**src/rtl/demux_rr_driver.sv**
```systemverilog
// demux_rr_driver: accepts a serial bit stream over valid/ready and steers
// each accepted bit to the next enabled demux channel in round-robin order.
// Each bit is held on sel/dmx_in for DWELL cycles, then at least one idle cycle follows.
module demux_rr_driver #(
    parameter int DWELL = 4,
    parameter int CNT_W = 8
) (
    input  logic       clk,
    input  logic       rst,
    input  logic       din,
    input  logic       din_valid,
    output logic       din_ready,
    input  logic [3:0] ch_mask,
    output logic [1:0] sel,
    output logic       dmx_in,
    output logic       busy,
    output logic [7:0] tx_count
);

    typedef enum logic {
        IDLE  = 1'b0,
        DRIVE = 1'b1
    } state_t;

    localparam logic [CNT_W-1:0] CNT_LOAD = CNT_W'(DWELL - 1);

    state_t           state;
    logic [1:0]       ptr;
    logic [CNT_W-1:0] cnt;
    logic [1:0]       chosen;
    logic             accept;

    // Ready only while idle and at least one channel is enabled
    assign din_ready = (state == IDLE) && (ch_mask != 4'b0000);
    assign accept    = din_valid && din_ready;

    // First enabled channel scanning ptr, ptr+1, ptr+2, ptr+3 (mod 4); the
    // scan runs backwards so the nearest enabled channel is written last.
    always_comb begin
        logic [1:0] idx;
        idx    = 2'b00;
        chosen = ptr;
        for (int k = 3; k >= 0; k--) begin
            idx = ptr + 2'(k);
            if (ch_mask[idx]) begin
                chosen = idx;
            end
        end
    end

    // Control FSM with registered demux drive outputs
    always_ff @(posedge clk) begin
        if (rst) begin
            state    <= IDLE;
            sel      <= 2'b00;
            dmx_in   <= 1'b0;
            busy     <= 1'b0;
            tx_count <= 8'd0;
            ptr      <= 2'b00;
            cnt      <= '0;
        end else begin
            case (state)
                IDLE: begin
                    if (accept) begin
                        sel      <= chosen;
                        dmx_in   <= din;
                        busy     <= 1'b1;
                        cnt      <= CNT_LOAD;
                        ptr      <= chosen + 2'd1;
                        tx_count <= tx_count + 8'd1;
                        state    <= DRIVE;
                    end else begin
                        // sel keeps its last value; demux outputs all read 0
                        dmx_in <= 1'b0;
                        busy   <= 1'b0;
                    end
                end
                DRIVE: begin
                    if (cnt != '0) begin
                        cnt <= cnt - 1'b1;
                    end else begin
                        dmx_in <= 1'b0;
                        busy   <= 1'b0;
                        state  <= IDLE;
                    end
                end
                default: begin
                    state <= IDLE;
                end
            endcase
        end
    end

endmodule

```
**config.mk**
```make
export PLATFORM = sky130hd
export DESIGN_NAME = demux_rr_driver
export DESIGN_NICKNAME = d
export VERILOG_FILES = /design/src/rtl/demux_rr_driver.sv
export SDC_FILE = /design/constraint.sdc
export NUM_CORES = 1
export LEC_CHECK = 0
export ABC_AREA = 1
export BUFFER_PORTS_ARGS = -buffer_cell sky130_fd_sc_hd__clkbuf_2
export CAP_MARGIN = 20
export CORE_MARGIN = 2
export CORE_UTILIZATION = 50
export CTS_CLUSTER_SIZE = 24
export DETAILED_ROUTE_END_ITERATION = 12
export GPL_ROUTABILITY_DRIVEN = 0
export PLACE_DENSITY = 0.78
export REMOVE_ABC_BUFFERS = 1
export SLEW_MARGIN = 10
export SYNTH_ARGS = -nofsm -noshare
export SYNTH_HDL_FRONTEND = slang
export SYNTH_SLANG_ARGS = --single-unit
```
**constraint.sdc**
```tcl
create_clock -name clk -period 1.6 [get_ports clk]
set_input_delay 0.08 -clock clk [delete_from_list [all_inputs] [get_ports clk]]
set_output_delay 0.08 -clock clk [all_outputs]
set_load 0.01 [all_outputs]
```
==> flow_summary.ini <==
[sta]
finalClockSkew_ps = 3.260
finalCriticalPeriod_ps = 1428
fin_tns_setup_ps = 0
maxSlewHeadroom_pct = 78.49
setup_viol_count_final = 0
clock.fmax_mhz = 700.3
final_hold_viol_count = 0
worst_slack_ps = 172.1
finalCritPeriodShare_pct = 89.24
slew_viol_final = 0
worst_pin_slew_ps = 322.3
hold_slack_ps = 46.62
rsz0062_at_grt = no

[setup_path]
ff2ff_path_depth = 10
crit_path_start_kind = register
crit_path_end = cnt[5]
cp.arrival_ps = 1650
r2r_slack_ps = 170
worst_ep_required_time_ps = 1820
crit_fanout = 6
crit_start = cnt[3]
r2r-end = cnt[5]
worstReg2RegStart = cnt[3]
endpoint_kind = register
crit_type = register to register

[clock_network]
clock-root-buffer = clkbuf_4
cts_setup_buffers = 0
cts_sinks = 23
cts_buffers = 3
htree_num_levels = 1
clk_latency_ps = 320
cts_tree = yes
path_clk_slew_ps = 130
cts_buffer_depth = 2

[route]
ant_nets = 0
wire_per_inst_um = 9.843
drc = 0
vias = 1181
wl_um = 2382
vias_per_cell = 4.880
firstDrtPassIters = 4
drt_iter0_drc = 28

[synthesis]
syn_avg_cell_area_um2 = 6.759
synth-edff-count = 0
synth.distinct_cells = 25
yosysWarnings = 0
synth_async_sr_flop_share_pct = 0
synthesis.area_um2 = 1277
ys_ff_latch = 23
synth_ff_type = dfxtp_1
syn_inst = 189
ys_seq_area_share_pct = 36.04

[floorplanning]
pin_count = 21
initial_core_util_pct = 52.04
die_area_um2 = 2975
die_y_um = 54.55
core-area_um2 = 2455
placementRows = 18
fp.dieW_um = 54.55

[global_routing]
antenna_found_initial = 0
grt_overflow = 0
grt_first_pass_wirelength_um = 3926
grt_pass1_vias = 963
grt_use_total_pct = 18.21
grt_max_degree = 15

[place]
place_inst = 237
preCtsSetupSlack_ps = 178.4
dp_hpwl_um = 1826
port_buffers = 20

[cells_and_area]
drive_gt1_share_pct = 21.23
fin_cells = 242
final_cell_mix = 52 x nand2_1, 22 x inv_1, 22 x dfxtp_1
fill_cells = 233
final_common_cell = nand2_1
diodes = 0
num-nets-final = 224
area_delta_synth_final_pct = 14.01

[pwr]
p_total_uw = 1605
irDropWorstVdd_mv = 0.8234
p_per_area_nw_per_um2 = 1102
power_leakage_uw = 0.0007121

[hold_path]
min_path_type = primary input to register

[run]
max-cap-violations = 0

[run_status]
status = complete, no violations
## layout make-up
class | count | area (µm²) | area share [%]
clock buffers | 3 | 22.52 | 1.546
well taps | 30 | 37.54 | 2.577
inverters | 28 | 128.9 | 8.849
multi-input cells | 135 | 676.9 | 46.48
clock inverters | 1 | 7.507 | 0.5155
flip-flops and latches | 23 | 461.7 | 31.70
repair buffers | 22 | 121.4 | 8.333
## sequential cells by signal (all words and copies together), names as in the netlist
register	flops
state	1
ptr	2
tx_count	8
dmx_in	1
cnt	8
sel	2
busy	1
## stage by stage
step / area [µm²] / utilization [%]
global placement: 1403 / 57.14
floorplan: 1257 / -
global route: 1456 / 59.33
finish: 1456 / 59.33
detailed placement: 1403 / 57.14
CTS: 1443 / 58.77
## kinds of logic after synthesis
kind of cell | after synthesis | share of synthesized area [%]
flip-flops | 23 | 36.04
buffers and inverters | 31 | 11.66
AO/OA/AOI/OAI | 32 | 13.42
XOR/XNOR | 3 | 2.057
adder cells (fa/ha/maj) | 3 | 2.939
AND/OR/NAND/NOR | 97 | 33.89
## worst min path at each step
| stage | start | to | slack (ps) | cells past startpoint |
|---|---|---|---|---|
| after CTS | rst | cnt[7] | 50 | 2 |
| after detailed placement | din | dmx_in | 330 | 3 |
| after floorplan | rst | cnt[4] | 150 | 1 |
| after global routing | rst | cnt[7] | 60 | 2 |
| after global placement | din | dmx_in | 320 | 3 |
| final | rst | cnt[7] | 50 | 2 |
## per-layer routing
layer / track usage (%) / vias to the layer above / wire [µm]
li1: - / 653 / -
met1: 25.30 / 502 / 1219
met2: 27.31 / 26 / 1024
met3: 6.557 / 0 / 138
met4: 3.333 / 0 / 0
met5: 0 / - / 0
## where the power goes
group | total, µW | switching [µW] | internal [µW]
Sequential | 678 | 46.2 | 632
Combinational | 647 | 408 | 239
Clock | 280 | 185 | 95.5
## synthesized netlist by cell type, types with 3 or more instances
library cell,count,share of area (%)
inv_1,22,6.5
a21oi_1,16,6.3
ha_1,3,2.9
nand3_1,16,6.3
dfxtp_1,23,36
nor2_2,4,2.0
nor2_1,13,3.8
nor3_1,3,1.2
inv_2,3,0.88
o21ai_0,11,4.3
nand2_1,52,15
xor2_1,3,2.1
nand2_2,4,2.0
## critical path: stages (launching register included)
cell and delay, ps:
dfxtp_1 350, nor2_2 170, inv_2 60, nor2_2 120, nand3_1 130, nand2_2 110
nand2_4 80, nand3_1 120, inv_1 70, nand3_1 60, a21oi_1 60
## what timing repair did
item / in CTS / in global routing
endpoints found under the hold margin: 1 / 0
hold buffers: 1 / 0
resized for setup: 0 / 4
endpoints found under the setup margin: 0 / 2
(Power assumes the default switching activity.)
